[src/rtl/crc_frame_pkg.sv]
// Shared types and CRC-16/CCITT-FALSE helpers for the frame checker and other CRC blocks.
package crc_frame_pkg;

    typedef enum logic [2:0] {
        IDLE    = 3'd0,
        LEN     = 3'd1,
        PAYLOAD = 3'd2,
        CRC_HI  = 3'd3,
        CRC_LO  = 3'd4
    } state_t;

    localparam logic [15:0] CRC_POLY = 16'h1021;
    localparam logic [15:0] CRC_INIT = 16'hFFFF;

    // MSB-first byte update, no reflection, no final XOR.
    function automatic logic [15:0] crc16_ccitt_update(input logic [15:0] crc_in,
                                                       input logic [7:0]  data);
        logic [15:0] c;
        c = crc_in ^ {data, 8'h00};
        for (int i = 0; i < 8; i++) begin
            c = c[15] ? ((c << 1) ^ CRC_POLY) : (c << 1);
        end
        return c;
    endfunction

endpackage

[src/rtl/crc_frame_check_if.sv]
// Byte-in / frame-result bus between the UART receiver side and the frame checker.
interface crc_frame_check_if;

    logic        data_en;
    logic [7:0]  data_in;
    logic        payload_valid;
    logic [7:0]  payload_data;
    logic        frame_done;
    logic        crc_ok;
    logic [15:0] crc_calc;
    logic        len_err;
    logic        timeout_err;

    modport master (
        output data_en, data_in,
        input  payload_valid, payload_data, frame_done, crc_ok, crc_calc,
               len_err, timeout_err
    );

    modport slave (
        input  data_en, data_in,
        output payload_valid, payload_data, frame_done, crc_ok, crc_calc,
               len_err, timeout_err
    );

endinterface

[src/rtl/crc16_ccitt_byte.sv]
// Combinational one-byte CRC-16/CCITT-FALSE update, shared by CRC blocks in the codebase.
module crc16_ccitt_byte
    import crc_frame_pkg::*;
(
    input  logic [15:0] i_crc_in,
    input  logic [7:0]  i_byte,
    output logic [15:0] o_crc_out
);

    assign o_crc_out = crc16_ccitt_update(i_crc_in, i_byte);

endmodule

[src/rtl/crc_frame_check.sv]
// Frame parser (header, length, payload, CRC hi/lo) with payload CRC-16 check,
// length-error and inter-byte timeout reporting. All outputs registered.
module crc_frame_check
    import crc_frame_pkg::*;
#(
    parameter logic [7:0] HEADER      = 8'hA5,
    parameter int         MAX_LEN     = 64,
    parameter int         TIMEOUT_CYC = 156250,
    parameter int         TO_WIDTH    = 18
) (
    input  logic             clk,
    input  logic             rst_n,
    crc_frame_check_if.slave bus
);

    state_t              r_state;
    logic [7:0]          r_len_cnt;
    logic [7:0]          r_crc_hi;
    logic [15:0]         r_crc;
    logic [TO_WIDTH-1:0] r_to_cnt;
    logic                r_payload_valid;
    logic [7:0]          r_payload_data;
    logic                r_frame_done;
    logic                r_crc_ok;
    logic [15:0]         r_crc_calc;
    logic                r_len_err;
    logic                r_timeout_err;

    state_t              w_state_nxt;
    logic [7:0]          w_len_nxt;
    logic [7:0]          w_hi_nxt;
    logic [15:0]         w_crc_nxt;
    logic [TO_WIDTH-1:0] w_to_cnt_nxt;
    logic                w_pv_nxt;
    logic [7:0]          w_pdata_nxt;
    logic                w_fd_nxt;
    logic                w_ok_nxt;
    logic [15:0]         w_calc_nxt;
    logic                w_le_nxt;
    logic                w_to_nxt;
    logic [15:0]         w_crc_upd;
    logic                w_to_hit;

    crc16_ccitt_byte u_crc (
        .i_crc_in  (r_crc),
        .i_byte    (bus.data_in),
        .o_crc_out (w_crc_upd)
    );

    assign w_to_hit = (r_to_cnt == TO_WIDTH'(TIMEOUT_CYC - 1));

    always_comb begin
        w_state_nxt  = r_state;
        w_len_nxt    = r_len_cnt;
        w_hi_nxt     = r_crc_hi;
        w_crc_nxt    = r_crc;
        w_pv_nxt     = 1'b0;
        w_pdata_nxt  = r_payload_data;
        w_fd_nxt     = 1'b0;
        w_ok_nxt     = r_crc_ok;
        w_calc_nxt   = r_crc_calc;
        w_le_nxt     = 1'b0;
        w_to_nxt     = 1'b0;
        w_to_cnt_nxt = (bus.data_en || (r_state == IDLE)) ? '0
                                                          : r_to_cnt + TO_WIDTH'(1);

        // A byte arriving on the terminal count cycle takes priority over the timeout.
        if (bus.data_en) begin
            case (r_state)
                IDLE: begin
                    if (bus.data_in == HEADER) begin
                        w_crc_nxt   = CRC_INIT;
                        w_state_nxt = LEN;
                    end
                end
                LEN: begin
                    w_len_nxt = bus.data_in;
                    if (bus.data_in > 8'(MAX_LEN)) begin
                        w_le_nxt    = 1'b1;
                        w_state_nxt = IDLE;
                    end else if (bus.data_in == 8'd0) begin
                        w_state_nxt = CRC_HI;
                    end else begin
                        w_state_nxt = PAYLOAD;
                    end
                end
                PAYLOAD: begin
                    w_pv_nxt    = 1'b1;
                    w_pdata_nxt = bus.data_in;
                    w_crc_nxt   = w_crc_upd;
                    w_len_nxt   = r_len_cnt - 8'd1;
                    if (r_len_cnt == 8'd1) begin
                        w_state_nxt = CRC_HI;
                    end
                end
                CRC_HI: begin
                    w_hi_nxt    = bus.data_in;
                    w_state_nxt = CRC_LO;
                end
                CRC_LO: begin
                    w_fd_nxt    = 1'b1;
                    w_ok_nxt    = ({r_crc_hi, bus.data_in} == r_crc);
                    w_calc_nxt  = r_crc;
                    w_state_nxt = IDLE;
                end
                default: begin
                    w_state_nxt = IDLE;
                end
            endcase
        end else if ((r_state != IDLE) && w_to_hit) begin
            w_to_nxt     = 1'b1;
            w_to_cnt_nxt = '0;
            w_state_nxt  = IDLE;
        end
    end

    always_ff @(posedge clk or negedge rst_n) begin
        if (!rst_n) begin
            r_state         <= IDLE;
            r_len_cnt       <= 8'd0;
            r_crc_hi        <= 8'd0;
            r_crc           <= CRC_INIT;
            r_to_cnt        <= '0;
            r_payload_valid <= 1'b0;
            r_payload_data  <= 8'd0;
            r_frame_done    <= 1'b0;
            r_crc_ok        <= 1'b0;
            r_crc_calc      <= 16'd0;
            r_len_err       <= 1'b0;
            r_timeout_err   <= 1'b0;
        end else begin
            r_state         <= w_state_nxt;
            r_len_cnt       <= w_len_nxt;
            r_crc_hi        <= w_hi_nxt;
            r_crc           <= w_crc_nxt;
            r_to_cnt        <= w_to_cnt_nxt;
            r_payload_valid <= w_pv_nxt;
            r_payload_data  <= w_pdata_nxt;
            r_frame_done    <= w_fd_nxt;
            r_crc_ok        <= w_ok_nxt;
            r_crc_calc      <= w_calc_nxt;
            r_len_err       <= w_le_nxt;
            r_timeout_err   <= w_to_nxt;
        end
    end

    assign bus.payload_valid = r_payload_valid;
    assign bus.payload_data  = r_payload_data;
    assign bus.frame_done    = r_frame_done;
    assign bus.crc_ok        = r_crc_ok;
    assign bus.crc_calc      = r_crc_calc;
    assign bus.len_err       = r_len_err;
    assign bus.timeout_err   = r_timeout_err;

endmodule
[src/flat_wrapper.sv]
// flat-port wrapper written by rule: the top's interface ports become plain ports
module crc_frame_check_flat import crc_frame_pkg::*;
#(
    parameter logic [7:0] HEADER      = 8'hA5,
    parameter int         MAX_LEN     = 64,
    parameter int         TIMEOUT_CYC = 156250,
    parameter int         TO_WIDTH    = 18
)
  (clk, rst_n, bus_data_en, bus_data_in, bus_payload_valid, bus_payload_data, bus_frame_done, bus_crc_ok, bus_crc_calc, bus_len_err, bus_timeout_err);
  crc_frame_check_if bus_i ();
  input  logic clk;
  input  logic rst_n;
  input wire logic [$bits(bus_i.data_en)-1:0] bus_data_en;
  input wire logic [$bits(bus_i.data_in)-1:0] bus_data_in;
  output wire logic [$bits(bus_i.payload_valid)-1:0] bus_payload_valid;
  output wire logic [$bits(bus_i.payload_data)-1:0] bus_payload_data;
  output wire logic [$bits(bus_i.frame_done)-1:0] bus_frame_done;
  output wire logic [$bits(bus_i.crc_ok)-1:0] bus_crc_ok;
  output wire logic [$bits(bus_i.crc_calc)-1:0] bus_crc_calc;
  output wire logic [$bits(bus_i.len_err)-1:0] bus_len_err;
  output wire logic [$bits(bus_i.timeout_err)-1:0] bus_timeout_err;
  assign bus_i.data_en = bus_data_en;
  assign bus_i.data_in = bus_data_in;
  assign bus_payload_valid = bus_i.payload_valid;
  assign bus_payload_data = bus_i.payload_data;
  assign bus_frame_done = bus_i.frame_done;
  assign bus_crc_ok = bus_i.crc_ok;
  assign bus_crc_calc = bus_i.crc_calc;
  assign bus_len_err = bus_i.len_err;
  assign bus_timeout_err = bus_i.timeout_err;
  crc_frame_check #(.HEADER(HEADER), .MAX_LEN(MAX_LEN), .TIMEOUT_CYC(TIMEOUT_CYC), .TO_WIDTH(TO_WIDTH)) u_core (.clk(clk), .rst_n(rst_n), .bus(bus_i));
endmodule
[config.mk]
export PLATFORM = sky130hd
export DESIGN_NAME = crc_frame_check_flat
export DESIGN_NICKNAME = d
export VERILOG_FILES = /design/src/rtl/crc_frame_pkg.sv /design/src/rtl/crc_frame_check_if.sv /design/src/rtl/crc16_ccitt_byte.sv /design/src/rtl/crc_frame_check.sv /design/src/flat_wrapper.sv
export SDC_FILE = /design/constraint.sdc
export NUM_CORES = 1
export LEC_CHECK = 0
export BUFFER_PORTS_ARGS = -buffer_cell sky130_fd_sc_hd__buf_2
export CORE_MARGIN = 4
export CORE_UTILIZATION = 53
export DETAILED_ROUTE_END_ITERATION = 12
export HOLD_SLACK_MARGIN = 0.12
export PLACE_DENSITY = 0.83
export SETUP_SLACK_MARGIN = 0.15
export SLEW_MARGIN = 20
export SYNTH_ARGS = -nofsm -noshare
export SYNTH_HDL_FRONTEND = slang
export SYNTH_SLANG_ARGS = --single-unit
[constraint.sdc]
create_clock -name clk -period 1.65 [get_ports clk]
set_input_delay 0.33 -clock clk [delete_from_list [all_inputs] [get_ports clk]]
set_output_delay 0.33 -clock clk [all_outputs]
set_load 0.01 [all_outputs]
After elaboration in Yosys (flattened, before gate mapping)
Index checks and enable logic that the tools add are counted.
{ "totals": {"regBits": 82, "in_bits": 11, "output_inout_bits": 29, "elab_cells": 79} }
{ "op_classes": {"n_addsub": 2, "magnitude_cmp": 1, "n_eq_ne": 11, "mux": 30, "n_bitwise": 9, "reduce_logical": 14} }
{ "op_table": {"columns": ["op", "count"], "rows": [
  ["$mux 13", 8],
  ["$mux 18", 3],
  ["$pmux 16 s2", 1],
  ["$not 3->3", 8],
  ["$add 18x1->18 const B", 1],
  ["$eq 18x18->1 const B", 1],
  ["$eq 16x16->1", 1],
  ["$mux 16", 1],
  ["$pmux 8 s2", 1],
  ["$xor 16x16->16", 1],
  ["$mux 3", 5],
  ["$pmux 3 s4", 1],
  ["$mux 1", 10],
  ["$eq 8x1->1 const B", 1],
  ["$eq 8x8->1 const B", 1],
  ["$gt 8x7->1 const B", 1],
  ["$logic_not 8->1", 1],
  ["$reduce_and 2->1", 4],
  ["$sub 8x1->8 const B", 1],
  ["$eq 3x2->1 const B", 2],
  ["$reduce_and 3->1", 2],
  ["$reduce_bool 2->1", 3],
  ["$eq 3x1->1 const B", 1],
  ["$eq 3x3->1 const B", 1],
  ["7 further kinds", 7]
]} }

Logic depth before layout (Yosys ltp)
{ "logic_depth": {"ltp_word": 18, "mapped_depth": 8, "ltp_nobuf": 6} }

Modules after synthesis
From an unflattened synthesis, not the netlist that was laid out.
{ "unflattened": {"hier_cells": 370, "hier_area_um2": 4227.8} }
{ "by_module_without_submodules": {"columns": ["mod", "instances", "cells_each", "area_per_inst_um2", "seq_area_each_um2"], "rows": [
  ["crc_frame_check", 1, 345, 3839.9, 2072.0],
  ["crc16_ccitt_byte", 1, 25, 387.9, 0.0]
]} }

Least setup slack after synthesis
OpenSTA, ideal clock, no wires.
{ "synth_timing": {"kind": "register to register", "start": "register u_core.r_state[0]", "end": "register u_core.r_crc_calc[10], in the netlist u_core.bus.crc_calc[10]", "setup_ns": 0.125, "arrival_time_ns": 1.437, "required_ns": 1.525, "path_slack_ns": 0.088, "stages_incl_launch_ff": 6, "path_buffers": 3, "synth_period_minus_slack_ns": 1.562, "path_cell_list": "dfrtp_1 -> buf_2 -> nor4bb_1 -> buf_4 -> buf_4 -> mux2_2"} }
{ "synth_via": {"elab_chain_len": 2} }
{ "synth_lines": {"columns": ["item", "line_no", "text"], "rows": [
  ["start, declared", "crc_frame_check.sv:16", "state_t r_state;"],
  ["start signal, assigned", "crc_frame_check.sv:132", "r_state <= w_state_nxt;"],
  ["$eq 3x3->1", "crc_frame_check.sv:69", "case (r_state)"],
  ["$reduce_and 2->1 (no source line)", null, null],
  ["end signal, assigned", "crc_frame_check.sv:141", "r_crc_calc <= w_calc_nxt;"],
  ["end, declared", "crc_frame_check.sv:25", "logic [15:0] r_crc_calc;"]
]} }
Every way passes these cells.
A chain may end at the register's enable or synchronous reset.

Worst setup path after layout
{ "layout_timing": {"start": "register u_core.r_to_cnt[15]", "end": "register u_core.r_state[0]"} }
{ "layout_via": {"elab_chain_len": 4} }
{ "layout_lines": {"columns": ["item", "line_no", "text"], "rows": [
  ["start, declared", "crc_frame_check.sv:20", "logic [TO_WIDTH-1:0] r_to_cnt;"],
  ["start signal, assigned", "crc_frame_check.sv:136", "r_to_cnt <= w_to_cnt_nxt;"],
  ["$eq 18x18->1", "crc_frame_check.sv:50", "assign w_to_hit = (r_to_cnt == TO_WIDTH'(TIMEOUT_CYC - 1));"],
  ["$logic_and 1x1->1", "crc_frame_check.sv:110", "end else if ((r_state != IDLE) && w_to_hit) begin"],
  ["$reduce_bool 2->1 (no source line)", null, null],
  ["$reduce_and 3->1 (no source line)", null, null]
]} }
Every way passes these cells.

==> reports/metrics.cfg <==
[outcome]
status = complete, but fails checks
violations = setup timing

[power_and_ir_drop]
switchingPower_mw = 3.21
seq_power_share_pct = 41.0
vdd_drop_max_mv = 0.859
p_leak_nw = 2.24
switching_share_pct = 36.8
p_clk_share_pct = 16.6
combPwrFrac_pct = 42.4
p_per_area_mw_per_mm2 = 1710
internal-power_mw = 5.52

[yosys]
synth.cell_area_sq_mm = 0.00412
async_reset_ff_share_pct = 100
synth_cell_types = 49
synth_top_area_share_pct = 40.1
syn-num-nets = 380
ys_seq_area_share_pct = 50.3
synth_xor_area_share_pct = 11.7
synth_edf_count = 0
synth_fa_ha_area_share_pct = 1.22
synth_top_family_by_area = simple AND/OR/NAND/NOR gates
synth.area.mux_share_pct = 6.84
synthFlopType = dfrtp_1
synth_area_leaders = dfrtp_1, dfstp_2, xnor2_1, mux2_2, a2bb2oi_2
synth_compound_area_share_pct = 10.5
yosys.area_share.simple_pct = 15.8
synth_top_area_cell = dfrtp_1
yosys_warnings = 0
synthCells = 365
synth-seq-cells = 82
avgSynthCellArea_sq_um = 11.3

[global_route]
grt_pass1_vias = 3137
antenna_found_initial = 0
grt_usage_pct = 22.5
grt_pass1_wl_microns = 15700
globalRouteOverflowTotal = 0
grt_max_degree = 33

[cts]
clock_path_buffers = 2
htreeDepth = 3
cts_buffers = 9
cts_sinks = 82
cts_root_buf = clkbuf_8
cts_tree = yes
insertion_delay_ps = 360
path_clk_slew_ps = 80

[worst_setup_path]
reg2reg_to = u_core.r_state[0]$_DFFE_PN0P_
slowest_stage = dfrtp_1
critical_path.cell_chain = nor4b_2, and4_4, a21oi_2, a221o_1
start_kind = flop
arrival_ps = 1910
reg2reg_slack_ps = -20
cp_max_fo = 6
critPathCapture = u_core.r_state[0]$_DFFE_PN0P_
r2r-start = u_core.r_to_cnt[15]$_DFF_PN0_
critPathMaxStageDelay_ps = 420
crit_type = flop to flop
startpoint = u_core.r_to_cnt[15]$_DFF_PN0_
critPathCaptureType = flop
worstPathRequired_ps = 1890
r2r_cells = 4

[layout]
n_antenna_cell = 0
multi_input_area_sq_mm = 0.00215
fin_util_pct = 68.7
design_area_sq_mm = 0.00509
fin_nets = 441
seqCellArea_sq_mm = 0.00208
syn2layout_area_growth_pct = 23.6
drive_gt1_share_pct = 42.7
fillCellCount = 490

[floorplan]
die_w_microns = 96.1
die_h_microns = 96.1
core_sq_mm = 0.00741
die_area_sq_mm = 0.00924
ios = 40
start_util_pct = 55.6
rows = 31

[min_path]
worstHoldPathType = input pin to flop
min-delay-start = bus_data_in[0]

[detailed_routing]
wl_microns = 9970
first_iter_violations = 212
vias = 3122
ant_nets = 0
wl_per_cell_microns = 18.8
first_pass_iters = 5
via_per_inst = 5.89
drcViolationCount = 0

[sta]
layout_setup_ws_ps = -17.0
tightestPinTransition_ps = 403
period_share_pct = 101
maxSlewViolCount = 0
rsz0062_at_grt = yes
finalSetupViolCount = 2
layout_min_cycle_time_ps = 1670
fin_skew_ps = 12.2
slew-limit-headroom_pct = 73.2
max_freq_ghz = 0.600
hold_viol_final = 0

[placement]
dpl.hpwl_microns = 6210
port_buffers = 39
place_congestion = 0.884
placed_cell_area_sq_mm = 0.00450

[run]
maxCapViolCount = 0

==> sequential cells by signal, indices dropped and copies added, names as in the netlist <==
| signal | cells |
|---|---|
| u_core.r_to_cnt | 18 |
| u_core.bus.crc_calc | 16 |
| u_core.r_crc | 16 |
| u_core.bus.payload_data | 8 |
| u_core.r_crc_hi | 8 |
| u_core.r_len_cnt | 8 |
| u_core.r_state | 3 |
| u_core.bus.crc_ok | 1 |
| u_core.bus.frame_done | 1 |
| u_core.bus.len_err | 1 |
| u_core.bus.payload_valid | 1 |
| u_core.bus.timeout_err | 1 |
==> critical path: cells and delay by family (launching register included) <==
kind	cells	cell delay [ps]
and+or+nand+nor	2	720
DFF	1	420
AOI/OAI and AO/OA	2	410
==> metrics by stage <==
stage,power (mW),setup WS [ps],hold WS (ps),instances,setup TNS (ps)
floorplan,5.75,130,34.4,365,0
global placement,6.51,115,276,497,0
detailed placement,6.69,31.1,286,497,0
CTS,8.32,66.4,265,520,0
global route,9.24,-78.1,268,530,-144
finish,8.73,-17.0,284,530,-25.6
==> cell usage in the layout, fill, tap and decap left out, types with 5 or more instances in the layout <==
master,instances
a21oi_2,5
nor2_1,17
a21oi_1,6
buf_4,22
mux2_2,24
xnor2_2,5
dfstp_2,16
nor3_1,5
a2bb2oi_1,7
buf_12,5
o21ai_0,8
xnor2_1,37
clkbuf_8,9
buf_2,38
dfrtp_1,63
nand3_1,5
o22a_1,5
a2bb2oi_2,10
nand2_1,35
nand4_1,11
xor2_1,7
nor2_2,11
and3_1,5
==> logic make-up (layout without fill, tap and decap cells) <==
kind of cell	after synthesis	after routing
AOI/OAI and AO/OA	52	55
xor gates and xnor gates	54	54
adders and majority gates	4	4
buffers and inverters	27	90
DFF	82	82
muxes	25	25
and+or+nand+nor	121	121
==> repair_timing <==
action	4_1_cts	5_1_grt
gates resized for setup	16	38
endpoints found under the hold margin	26	0
hold buffers	1	0
buffers inserted	3	9
pin swaps	21	14
endpoints found under the setup margin	58	74
cloned	3	1
==> area by class of cell <==
class,count,share of cell area (%)
Sequential cell,82,40.8
Tap cell,99,2.43
Inverter,4,0.295
Clock buffer,10,2.51
Timing Repair Buffer,70,10.4
Multi-Input combinational cell,259,42.3
Clock inverter,6,1.30
==> power groups by stage <==
stage	Combinational (mW)	Clock, mW	Sequential (mW)
after floorplan	2.25	0	3.50
after global placement	2.98	0	3.53
after detailed placement	3.11	0	3.58
after CTS	3.29	1.48	3.55
after global routing	3.99	1.57	3.67
final	3.70	1.45	3.58
==> synthesized netlist by cell type, drive strengths merged (5+ instances only) <==
| library cell | number |
|---|---|
| o22a | 5 |
| nand2 | 36 |
| o21ai | 10 |
| mux2 | 25 |
| nor3 | 8 |
| xnor2 | 42 |
| a2bb2oi | 17 |
| dfstp | 16 |
| xor2 | 12 |
| buf | 16 |
| nand4 | 11 |
| a21oi | 11 |
| nor2 | 28 |
| and3 | 5 |
| nand3 | 5 |
| clkbuf | 7 |
| dfrtp | 66 |
==> how the worst min path moves through the flow <==
stage,end,slack (ps),cells after the start
3_3_place_gp,u_core.bus.payload_data[3]$_DFFE_PN0P_,280,1
3_5_place_dp,u_core.bus.payload_data[7]$_DFFE_PN0P_,290,1
6_report,u_core.bus.payload_data[0]$_DFFE_PN0P_,280,3
2_1_floorplan,u_core.bus.crc_calc[0]$_DFFE_PN0P_,30,0
4_1_cts,u_core.bus.payload_data[2]$_DFFE_PN0P_,270,3
5_1_grt,u_core.bus.payload_data[3]$_DFFE_PN0P_,270,3
==> layer usage <==
metal  track usage [%]  routed length (microns)  vias to the layer above
met5                 0                        0                        -
met4              11.5                      267                        0
met3              5.55                      547                       26
met2              35.3                     5020                      121
met1              28.8                     4140                     1574
li1                  -                        -                     1401
Note: power is estimated with default switching activity, not from simulation.
